File: config.mk
export PLATFORM = sky130hd
export DESIGN_NAME = stream_demux_rr_flat
export DESIGN_NICKNAME = d
export VERILOG_FILES = /design/src/rtl/stream_demux_rr_if.sv /design/src/rtl/stream_demux_rr.sv /design/src/flat_wrapper.sv
export SDC_FILE = /design/constraint.sdc
export NUM_CORES = 1
export LEC_CHECK = 0
export BUFFER_PORTS_ARGS = -buffer_cell sky130_fd_sc_hd__buf_2
export CORE_MARGIN = 3
export CORE_UTILIZATION = 51
export DETAILED_ROUTE_END_ITERATION = 8
export HOLD_SLACK_MARGIN = 0.08
export PLACE_DENSITY = 0.79
export SETUP_SLACK_MARGIN = 0.3
export SLEW_MARGIN = 0
export SYNTH_ARGS = -nofsm -noshare
export SYNTH_HDL_FRONTEND = slang
export SYNTH_SLANG_ARGS = --single-unit
File: constraint.sdc
create_clock -name clk -period 2.2 [get_ports clk]
set_input_delay 0.22 -clock clk [delete_from_list [all_inputs] [get_ports clk]]
set_output_delay 0.22 -clock clk [all_outputs]
set_load 0.03 [all_outputs]
File: src/rtl/stream_demux_rr_if.sv
// Handshake bundle for the round-robin demux: one input stream in, N_OUT
// registered output channels out. master = producer/consumer side, slave = demux.
interface stream_demux_rr_if #(
  parameter int N_OUT = 4,
  parameter int W     = 8
) ();
  logic               in_valid;
  logic               in_ready;
  logic [W-1:0]       in_data;
  logic [N_OUT-1:0]   out_valid;
  logic [N_OUT-1:0]   out_ready;
  logic [N_OUT*W-1:0] out_data;

  modport master (
    output in_valid, in_data, out_ready,
    input  in_ready, out_valid, out_data
  );

  modport slave (
    input  in_valid, in_data, out_ready,
    output in_ready, out_valid, out_data
  );
endinterface

File: src/rtl/stream_demux_rr.sv
// Round-robin stream demultiplexer: deals accepted input words in strict
// rotation into N_OUT one-deep output registers, each with its own handshake.
module stream_demux_rr #(
  parameter  int N_OUT = 4,
  parameter  int W     = 8,
  localparam int PTR_W = $clog2(N_OUT)
) (
  input  logic              clk,
  input  logic              rst_n,
  stream_demux_rr_if.slave  bus,
  output logic [PTR_W-1:0]  ptr,
  output logic [15:0]       acc_cnt
);

  localparam logic [PTR_W-1:0] PTR_LAST = PTR_W'(N_OUT - 1);

  logic [N_OUT-1:0] vld_p0;
  logic [W-1:0]     data_p0 [N_OUT];
  logic [N_OUT-1:0] load;
  logic [N_OUT-1:0] drain;
  logic [PTR_W-1:0] ptr_nxt;
  logic             accept;

  // Only the channel under the pointer gates the input; a full slot that is
  // draining this cycle can be reloaded, so throughput never bubbles.
  assign bus.in_ready = ~vld_p0[ptr] | bus.out_ready[ptr];
  assign accept       = bus.in_valid & bus.in_ready;
  assign drain        = vld_p0 & bus.out_ready;
  assign ptr_nxt      = (ptr == PTR_LAST) ? '0 : ptr + PTR_W'(1);

  always_comb begin
    load = '0;
    for (int i = 0; i < N_OUT; i++) begin
      load[i] = accept && (ptr == PTR_W'(i));
    end
  end

  // ---- stage p0: per-channel output registers, pointer and accept counter ----
  always_ff @(posedge clk or negedge rst_n) begin
    if (!rst_n) begin
      vld_p0  <= '0;
      ptr     <= '0;
      acc_cnt <= '0;
      for (int i = 0; i < N_OUT; i++) begin
        data_p0[i] <= '0;
      end
    end else begin
      for (int i = 0; i < N_OUT; i++) begin
        if (load[i]) begin
          vld_p0[i]  <= 1'b1;
          data_p0[i] <= bus.in_data;
        end else if (drain[i]) begin
          vld_p0[i]  <= 1'b0;
        end
      end
      if (accept) begin
        ptr     <= ptr_nxt;
        acc_cnt <= acc_cnt + 16'd1;
      end
    end
  end

  assign bus.out_valid = vld_p0;

  always_comb begin
    bus.out_data = '0;
    for (int i = 0; i < N_OUT; i++) begin
      bus.out_data[i*W +: W] = data_p0[i];
    end
  end

endmodule

File: src/flat_wrapper.sv
// flat-port wrapper written by rule: the top's interface ports become plain ports
module stream_demux_rr_flat 
#(
  parameter  int N_OUT = 4,
  parameter  int W     = 8,
  localparam int PTR_W = $clog2(N_OUT)
)
  (clk, rst_n, ptr, acc_cnt, bus_in_valid, bus_in_data, bus_out_ready, bus_in_ready, bus_out_valid, bus_out_data);
  stream_demux_rr_if #(.N_OUT(N_OUT), .W(W)) bus_i ();
  input  logic clk;
  input  logic rst_n;
  output logic [PTR_W-1:0] ptr;
  output logic [15:0] acc_cnt;
  input wire logic [$bits(bus_i.in_valid)-1:0] bus_in_valid;
  input wire logic [$bits(bus_i.in_data)-1:0] bus_in_data;
  input wire logic [$bits(bus_i.out_ready)-1:0] bus_out_ready;
  output wire logic [$bits(bus_i.in_ready)-1:0] bus_in_ready;
  output wire logic [$bits(bus_i.out_valid)-1:0] bus_out_valid;
  output wire logic [$bits(bus_i.out_data)-1:0] bus_out_data;
  assign bus_i.in_valid = bus_in_valid;
  assign bus_i.in_data = bus_in_data;
  assign bus_i.out_ready = bus_out_ready;
  assign bus_in_ready = bus_i.in_ready;
  assign bus_out_valid = bus_i.out_valid;
  assign bus_out_data = bus_i.out_data;
  stream_demux_rr #(.N_OUT(N_OUT), .W(W)) u_core (.clk(clk), .rst_n(rst_n), .bus(bus_i), .ptr(ptr), .acc_cnt(acc_cnt));
endmodule
==> results of run 1 <==
[report_power, final]
group | switching [mW] | internal, mW
sequential | 0.298 | 1.42
combinational | 1.63 | 1.22
clock | 0.327 | 0.224
[sequential cells by signal (all words and copies together) (netlist names)]
register	cells
u_core.ptr	2
u_core.bus.out_valid	4
u_core.acc_cnt	16
u_core.bus.out_data	32
[timing repair]
action | 4_1_cts | 5_1_grt
endpoints found under the setup margin | 43 | 42
gates resized for setup | 17 | 27
endpoints found under the hold margin | 23 | 0
cloned | 0 | 0
hold buffers | 1 | 0
pin swaps | 0 | 2
buffers inserted | 13 | 3
[through the flow]
stage	util, %	hold WS, ns	instance area (µm²)	power, mW	worst slack, ns
final	73.3	0.181	3210	5.13	0.220
after global routing	73.3	0.182	3210	5.39	0.175
after CTS	70.3	0.175	3080	4.86	0.236
after detailed placement	63.4	0.248	2780	4.03	0.142
after global placement	63.4	0.235	2780	3.98	0.216
after floorplan	-	-0.0756	2350	3.35	0.237
[cells in the mapped netlist, types with 3 or more instances]
library cell  instances
nor4_1                3
nand4_1               6
and4_1                3
xnor2_1               3
dfrtp_1              54
nand2b_1              4
mux2_2               35
nor4_2                3
o21ai_0               4
nor3_2                4
nor2b_1               4
ha_1                  5
nand2_1               7
nand3_1               6
inv_1                 4
nor2_4                3
xor2_1               12
nor2_1                3
[cell families after synthesis]
family                     Yosys count
AOI/OAI and AO/OA                    4
xor gates and xnor gates            15
adders and majority gates            5
buffers and inverters                8
DFF                                 54
muxes                               36
and+or+nand+nor                     48
[final cells by class]
type	count	share of cell area, %
multi-input combinational	108	34.6
timing repair buffer	89	17.6
clock buffer	5	2.14
clock inverter	3	0.662
tap	52	2.02
inverter	5	0.701
sequential	54	42.2
[routing by layer]
layer,share of wire (%),routed length (µm),up-vias,track usage (%)
li1,-,-,784,-
met1,43,2350,827,26.8
met2,49,2630,56,30.4
met3,7.4,399,4,6.57
met4,0.59,32,0,5.03
met5,0,0,-,0
[how the worst min path moves through the flow]
stage / slack [ns] / to / from
2_1_floorplan: -0.08 / u_core.acc_cnt[0]$_DFFE_PN0P_ / rst_n
3_5_place_dp: 0.25 / u_core.acc_cnt[15]$_DFFE_PN0P_ / rst_n
4_1_cts: 0.18 / u_core.bus.out_data[2]$_DFFE_PN0P_ / bus_in_data[2]
6_report: 0.18 / u_core.bus.out_data[26]$_DFFE_PN0P_ / bus_in_data[2]
5_1_grt: 0.18 / u_core.bus.out_data[2]$_DFFE_PN0P_ / bus_in_data[2]
3_3_place_gp: 0.24 / u_core.acc_cnt[15]$_DFFE_PN0P_ / rst_n
==> flow_summary_export.csv, run 1 <==
group,metric,value,unit
worst_setup_path,worstSetupEndpointType,"output port",
worst_setup_path,critPathMaxStageDelay,0.61,ns
synthesis,ys_ff_latch,54,
placement,dp.cells,291,
flow_run,cap_violations,0,
clock_tree,clock-sinks,54,
worst_setup_path,path_cells,"nor2b_4, mux4_2, clkinvlp_4, buf_6",
synthesis,yosys_warnings,0,
synthesis,synth.area.mux_share,17.8,%
synthesis,synth_area_leaders,"dfrtp_1 (58%), mux2_2 (17%), xor2_1 (4.5%)",
drt,drtAntennaViolNets,0,
finish,seq_area,0.00136,mm²
power_and_ir_drop,power.density,1600,mW/mm²
min_path,hp-class,"in -> reg",
timing,worstMarginPinSlew,0.557,ns
timing,setup_viol_count_final,0,
global_route,grt_usage,19.7,%
worst_setup_path,cpLargestDelayFamily,"multiplexers",
drt,drt_pass1_iterations,4,
worst_setup_path,startpoint_type,"flop",
timing,fin_crit,1.98,ns
drt,routedWlPerCell,17.1,µm
floorplanning,core,0.00438,mm²
synthesis,synthesis.area,0.00234,mm²
worst_setup_path,worst-path-buf-inv,2,
worst_setup_path,cp.depth,4,
timing,skew,0.0111,ns
global_route,grt_pass1_vias,1688,
timing,rsz0062_at_grt,"yes",
worst_setup_path,reg2reg_slack,0.24,ns
placement,portBuffers,69,
synthesis,synth.distinct_cells,25,
finish,layout-drive-gt1-share,58.7,%
synthesis,synth_fa_ha_area_share,2.67,%
synthesis,postSynth.asyncResetShare,100,%
drt,num_vias,1671,
finish,mostFrequentLayoutCell,"buf_2",
finish,antennaDiodeCount,0,
floorplanning,dieArea,0.00545,mm²
worst_setup_path,startpoint,"u_core.bus.out_valid[3]$_DFFE_PN0P_",
worst_setup_path,reg2regPathDepth,5,
synthesis,syn_avg_cell_area,13.8,µm²
power_and_ir_drop,max-vdd-ir-drop,1100,µV
finish,nets,283,
synthesis,synthXorXnorAreaFrac,5.60,%
worst_setup_path,slowest_stage,"mux4_2",
min_path,whs_path_depth,2,
drt,drt_iter0_markers,104,
finish,nFillCells,313,
worst_setup_path,crit_end,"bus_in_ready",
worst_setup_path,reg2reg_to,"u_core.acc_cnt[8]$_DFFE_PN0P_",
placement,gp_congestion,0.805,
synthesis,synth_compound_area_share,0.854,%
timing,drv_slew,0,
worst_setup_path,worstPathRequired,1.98,ns
synthesis,syn-instance-count,170,
global_route,antenna_found_initial,0,
drt,routed_wl,5.42,mm
timing,finalCritPeriodShare,90.0,%
finish,multi_input_area,0.00111,mm²
synthesis,yosys.area.top_type,"dfrtp_1",
worst_setup_path,crit_type,"reg -> out",
finish,layout_common_cells,"buf_2 (68), dfrtp_1 (49), mux2_4 (31)",
synthesis,synth_top_family_by_area,"multiplexers",
floorplanning,fp-row-count,24,
global_route,overflow,0,
worst_setup_path,cp_max_fo,7,
worst_setup_path,reg2reg_from,"u_core.bus.out_valid[3]$_DFFE_PN0P_",
placement,hpwl,3.50,mm
timing,fin_setup_tns,0,ns
floorplanning,die_w,73.8,µm
finish,area_delta_synth_final,37.1,%
clock_tree,tritoncts,"built",
finish,final_cells,316,
power_and_ir_drop,p_leak,1.60,nW
clock_tree,cts_htree_levels,2,
drt,drt_drc_violations_left,0,
worst_setup_path,critPathArrivalTime,1.76,ns
run_status,status,"complete, no violations",
global_route,grt_pass1_wl,8.16,mm
timing,fmax,0.505,GHz
timing,hold_viol_final,0,
clock_tree,clk_pin_slew,0.10,ns
synthesis,synth_top_cell_area_share,57.6,%
clock_tree,clock-root-buffer,"clkbuf_8",
synthesis,synthFlopType,"dfrtp_1",
drt,drt-vias-per-instance,5.29,
global_route,grt_max_degree,32,
synthesis,yosysSeqAreaShare,57.6,%
synthesis,synth-simple-area-share,13.8,%
clock_tree,clockBufferDepth,2,
floorplanning,start_util,53.5,%
synthesis,syn_nets,190,
synthesis,synth_edf_count,0,
floorplanning,ioPinCount,70,
timing,slew_headroom,62.9,%
clock_tree,cts_buffers,5,
floorplanning,fp.dieH,73.8,µm
clock_tree,clock_latency,0.31,ns
(Power assumes the default switching activity.)
==> inputs of run 2 (changes only) <==
RECOVER_POWER = 50   (was unset)
==> run 2 against run 1 <==
  * Global-route usage unchanged
  * Routed wire length fell by 0.35%
  * First-iteration DRC count fell by 26%
  * Design area decreased by 1.1%
  * Register-to-register slack barely moved
  * Critical endpoint unchanged
  * Largest cell class unchanged
  * Highest routed layer unchanged
==> flow_summary_export.csv, run 2 (synthesis results as in run 1) <==
group,metric,value,unit
timing,fmax,0.506,GHz
floorplanning,ioPinCount,70,
power_and_ir_drop,netSwitchingFraction,44.7,%
min_path,hp-class,"in -> reg",
finish,area_delta_synth_final,35.6,%
worst_setup_path,cp_max_fo,7,
worst_setup_path,slowest_stage,"mux4_2",
timing,drv_slew,0,
worst_setup_path,cpLargestDelayFamily,"multiplexers",
clock_tree,cts_buffers,5,
finish,nets,283,
global_route,overflow,0,
finish,mostFrequentLayoutCell,"dfrtp_1",
timing,slew_headroom,9.89,%
power_and_ir_drop,comb_power_share,54.9,%
placement,placed_area,0.00278,mm²
global_route,grt_usage,19.7,%
floorplanning,start_util,53.5,%
drt,num_vias,1672,
worst_setup_path,worstSetupEndpointType,"output port",
finish,multi_input_area,0.00111,mm²
finish,final_cells,316,
power_and_ir_drop,p_clk_share,10.9,%
finish,layout-drive-gt1-share,48.1,%
timing,rsz0062_at_grt,"yes",
timing,fin_crit,1.98,ns
global_route,grt_pass1_vias,1688,
power_and_ir_drop,power,5.06,mW
floorplanning,fp.dieH,73.8,µm
placement,hpwl,3.50,mm
global_route,grt_pass1_wl,8.16,mm
timing,final.setup.worst_slack,0.222,ns
timing,skew,0.0107,ns
drt,routedWlPerCell,17.1,µm
timing,setup_viol_count_final,0,
timing,worstMarginPinSlew,1.35,ns
drt,dr_wl_met3,422,µm
worst_setup_path,critPathMaxStageDelay,0.61,ns
finish,antennaDiodeCount,0,
drt,drtAntennaViolNets,0,
placement,dp_slack,0.142,ns
flow_run,cap_violations,0,
global_route,antenna_found_initial,0,
finish,final_area,0.00318,mm²
power_and_ir_drop,switching_power,2.26,mW
worst_setup_path,crit_type,"reg -> out",
placement,gp_congestion,0.805,
worst_setup_path,worst-path-buf-inv,2,
timing,fin_setup_tns,0,ns
power_and_ir_drop,max-vdd-ir-drop,1090,µV
finish,largest_reg_flops,32,
finish,seq_area,0.00136,mm²
drt,drt_drc_violations_left,0,
timing,whs,0.183,ns
drt,drt_pass1_iterations,4,
worst_setup_path,reg2reg_from,"u_core.bus.out_valid[3]$_DFFE_PN0P_",
drt,met1Wirelength,2.30,mm
timing,hold_viol_final,0,
worst_setup_path,startpoint,"u_core.bus.out_valid[3]$_DFFE_PN0P_",
finish,utilization,72.5,%
min_path,hold_path_startpoint,"bus_in_data[2]",
drt,routed_wl,5.40,mm
power_and_ir_drop,power.density,1590,mW/mm²
clock_tree,clock-root-buffer,"clkbuf_8",
drt,drt-vias-per-instance,5.29,
power_and_ir_drop,p_int,2.80,mW
drt,met2_wirelength,2.64,mm
timing,finalCritPeriodShare,89.9,%
clock_tree,clock-sinks,54,
floorplanning,core,0.00438,mm²
clock_tree,clockBufferDepth,2,
power_and_ir_drop,power.share.sequential,34.2,%
worst_setup_path,worstPathRequired,1.98,ns
placement,portBuffers,69,
clock_tree,clk_pin_slew,0.10,ns
clock_tree,tritoncts,"built",
run_status,status,"complete, no violations",
clock_tree,cts_htree_levels,2,
power_and_ir_drop,p_leak,1.52,nW
drt,drt_iter0_markers,77,
worst_setup_path,startpoint_type,"flop",
placement,dp.cells,291,
finish,nFillCells,320,
clock_tree,clock_latency,0.31,ns
worst_setup_path,critPathArrivalTime,1.76,ns
drt,top_layer,"met4",
floorplanning,die_w,73.8,µm
global_route,grt_max_degree,32,
finish,layout_common_cells,"dfrtp_1 (49), buf_2 (40), mux2_4 (31)",
floorplanning,dieArea,0.00545,mm²
worst_setup_path,path_cells,"nor2b_4, mux4_2, clkinvlp_4, buf_6",
floorplanning,fp-row-count,24,
[run 2: layout make-up]
cell class	instances	share of cell area, %
multi-input cells	108	35.0
repair buffers	89	16.7
clock buffers	5	2.16
well taps	52	2.05
inverters	5	0.708
clock inverters	3	0.669
flip-flops and latches	54	42.7
[run 2: what timing repair did]
item	CTS	global route
setup buffers	13	3
setup endpoints to repair	43	42
hold buffers	1	0
pin swaps	0	2
gates resized for setup	17	27
hold endpoints to repair	23	0
[run 2: final timing paths]
check,endpoint,slack [ns],cells past startpoint
max,bus_in_ready,0.22,4
min,u_core.bus.out_data[26]$_DFFE_PN0P_,0.18,2
max reg2reg,u_core.acc_cnt[8]$_DFFE_PN0P_,0.25,5
min reg2reg,u_core.acc_cnt[15]$_DFFE_PN0P_,0.47,1
max in group asynchronous,u_core.bus.out_valid[2]$_DFFE_PN0P_,0.56,2
min in group asynchronous,u_core.acc_cnt[15]$_DFFE_PN0P_,0.74,2
[run 2: worst register-to-register path: stages (launching register included)]
cell,delay [ns]
dfrtp_2,0.42
nor2b_4,0.13
mux4_2,0.61
buf_6,0.22
nor4_2,0.31
xor2_1,0.19
[run 2: routing by layer]
metal	vias to the layer above	GRT usage, %
met3	4	6.57
met2	58	30.4
met4	0	5.03
li1	785	-
met1	825	26.8
met5	-	0
[run 2: power by group through the flow]
stage	Combinational, mW	Sequential (mW)	Clock (mW)
6_report	2.78	1.73	0.550
5_1_grt	2.94	1.79	0.593
4_1_cts	2.60	1.70	0.559
3_5_place_dp	2.29	1.73	0
3_3_place_gp	2.25	1.72	0
2_1_floorplan	0.790	2.56	0
==> inputs of run 3 (changes only) <==
clock period = 1.9 ns   (was 2.2 ns; I/O delays follow)
==> run 3 against run 2 <==
  * The flow now finishes with violations (setup timing)
  * Largest cell class unchanged
  * Non-clock buffer count down 1
  * Sequential share of layout area grew 0.24 points
  * Critical path depth rose by 2
  * Clock power rose by 23%
  * Final cell count fell by 0.32%
==> flow_summary_export.csv, run 3 (synthesis results as in run 1) <==
group,metric,value,unit
run_status,status,"finished with violations",
run_status,violations,"setup timing",
floorplanning,fp-row-count,24,
finish,layout-drive-gt1-share,54.8,%
clock_tree,cts_htree_levels,2,
drt,drt_drc_violations_left,0,
floorplanning,fp.dieH,73.8,µm
placement,portBuffers,69,
placement,hpwl,3.60,mm
worst_setup_path,cp_max_fo,8,
timing,slew_headroom,13.1,%
global_route,grt_usage,20.7,%
floorplanning,dieArea,0.00545,mm²
timing,worstMarginPinSlew,1.30,ns
global_route,grt_pass1_vias,1732,
worst_setup_path,crit_type,"reg -> reg",
clock_tree,clock_latency,0.31,ns
floorplanning,core,0.00438,mm²
clock_tree,clk_pin_slew,0.10,ns
clock_tree,clock-sinks,54,
timing,drv_slew,0,
timing,hold_viol_final,0,
drt,routedWlPerCell,16.6,µm
floorplanning,die_w,73.8,µm
timing,fin_crit,1.98,ns
clock_tree,clock-root-buffer,"clkbuf_8",
worst_setup_path,worstSetupEndpointType,"flop",
placement,gp_congestion,0.831,
timing,final.setup.worst_slack,-0.0754,ns
global_route,grt_max_degree,55,
finish,final_area,0.00316,mm²
drt,drtAntennaViolNets,0,
finish,nets,282,
placement,placed_area,0.00292,mm²
clock_tree,cts_buffers,5,
global_route,grt_pass1_wl,8.62,mm
power_and_ir_drop,p_leak,1.54,nW
timing,whs,0.149,ns
finish,nFillCells,288,
flow_run,cap_violations,0,
clock_tree,clockBufferDepth,2,
placement,dp_slack,-0.0758,ns
finish,layout_common_cells,"buf_2 (58), dfrtp_1 (49), mux2_4 (22)",
power_and_ir_drop,max-vdd-ir-drop,1130,µV
finish,antennaDiodeCount,0,
floorplanning,start_util,53.5,%
timing,skew,0.00616,ns
drt,routed_wl,5.24,mm
timing,finalCritPeriodShare,104,%
clock_tree,tritoncts,"built",
drt,drt-vias-per-instance,5.38,
timing,rsz0062_at_grt,"yes",
worst_setup_path,worstPathRequired,2.10,ns
power_and_ir_drop,power.density,1850,mW/mm²
finish,largest_reg_flops,32,
global_route,overflow,0,
worst_setup_path,startpoint_type,"flop",
drt,drt_iter0_markers,119,
finish,area_delta_synth_final,34.8,%
min_path,hp-class,"in -> reg",
timing,setup_viol_count_final,26,
drt,num_vias,1696,
drt,drt_pass1_iterations,4,
global_route,antenna_found_initial,0,
worst_setup_path,critPathArrivalTime,2.17,ns
timing,fmax,0.506,GHz
floorplanning,ioPinCount,70,
finish,utilization,72.1,%
finish,mostFrequentLayoutCell,"buf_2",
## run 3: worst max-delay path, stage by stage, from the launching register on
cell     delay (ns)
dfrtp_2        0.41
nor2b_1        0.12
mux4_2         0.60
buf_6          0.17
nor2_4         0.09
buf_12         0.14
mux2_2         0.33
## run 3: cell type report
class | count | area (µm²) | area share, %
clock inverter | 3 | 28.8 | 0.910
multi-input combinational | 108 | 1080 | 34.3
timing repair buffer | 88 | 534 | 16.9
inverter | 5 | 22.5 | 0.712
sequential | 54 | 1360 | 42.9
clock buffer | 5 | 68.8 | 2.18
tap | 52 | 65.1 | 2.06
## run 3: path summary, 6_finish.rpt
check,start,end,slack (ns),cells after the start
max in group asynchronous,rst_n,u_core.bus.out_valid[0]$_DFFE_PN0P_,0.23,3
worst max register to register,u_core.bus.out_valid[0]$_DFFE_PN0P_,u_core.bus.out_data[14]$_DFFE_PN0P_,-0.08,6
worst max-delay path,u_core.bus.out_valid[0]$_DFFE_PN0P_,u_core.bus.out_data[14]$_DFFE_PN0P_,-0.08,6
worst min-delay path,bus_out_ready[0],u_core.bus.out_valid[0]$_DFFE_PN0P_,0.15,3
worst min register to register,u_core.acc_cnt[15]$_DFFE_PN0P_,u_core.acc_cnt[15]$_DFFE_PN0P_,0.47,1
min in group asynchronous,rst_n,u_core.acc_cnt[14]$_DFFE_PN0P_,0.77,3
## run 3: metrics by stage
step	std cells	setup TNS (ns)	total power, mW
after floorplan	170	-1.80	3.88
after global placement	303	-0.199	4.82
after detailed placement	303	-0.625	4.89
after CTS	315	-1.28	5.87
after global routing	315	-2.90	6.18
final	315	-1.19	5.84
## run 3: routing by layer
layer  part of all wire (%)  track usage, %  routed length [µm]
met3                    5.7            5.06                 301
met4                   0.84            5.23                  44
met2                     51            33.0                2690
met5                      0               0                   0
met1                     42            28.4                2200
## run 3: where the power goes
| part | internal (mW) | leakage [nW] | switching [mW] | total (mW) |
|---|---|---|---|---|
| Clock | 0.276 | 0.0506 | 0.400 | 0.677 |
| Combinational | 1.31 | 0.836 | 1.87 | 3.18 |
| Sequential | 1.65 | 0.655 | 0.340 | 1.99 |
## run 3: repair_timing
item                                    in CTS  in global routing
pin swaps                                    2                  3
endpoints found under the hold margin       54                  0
buffers inserted                             3                  0
resized for setup                           30                  7
endpoints found under the setup margin      54                 55
hold buffers                                 1                  0
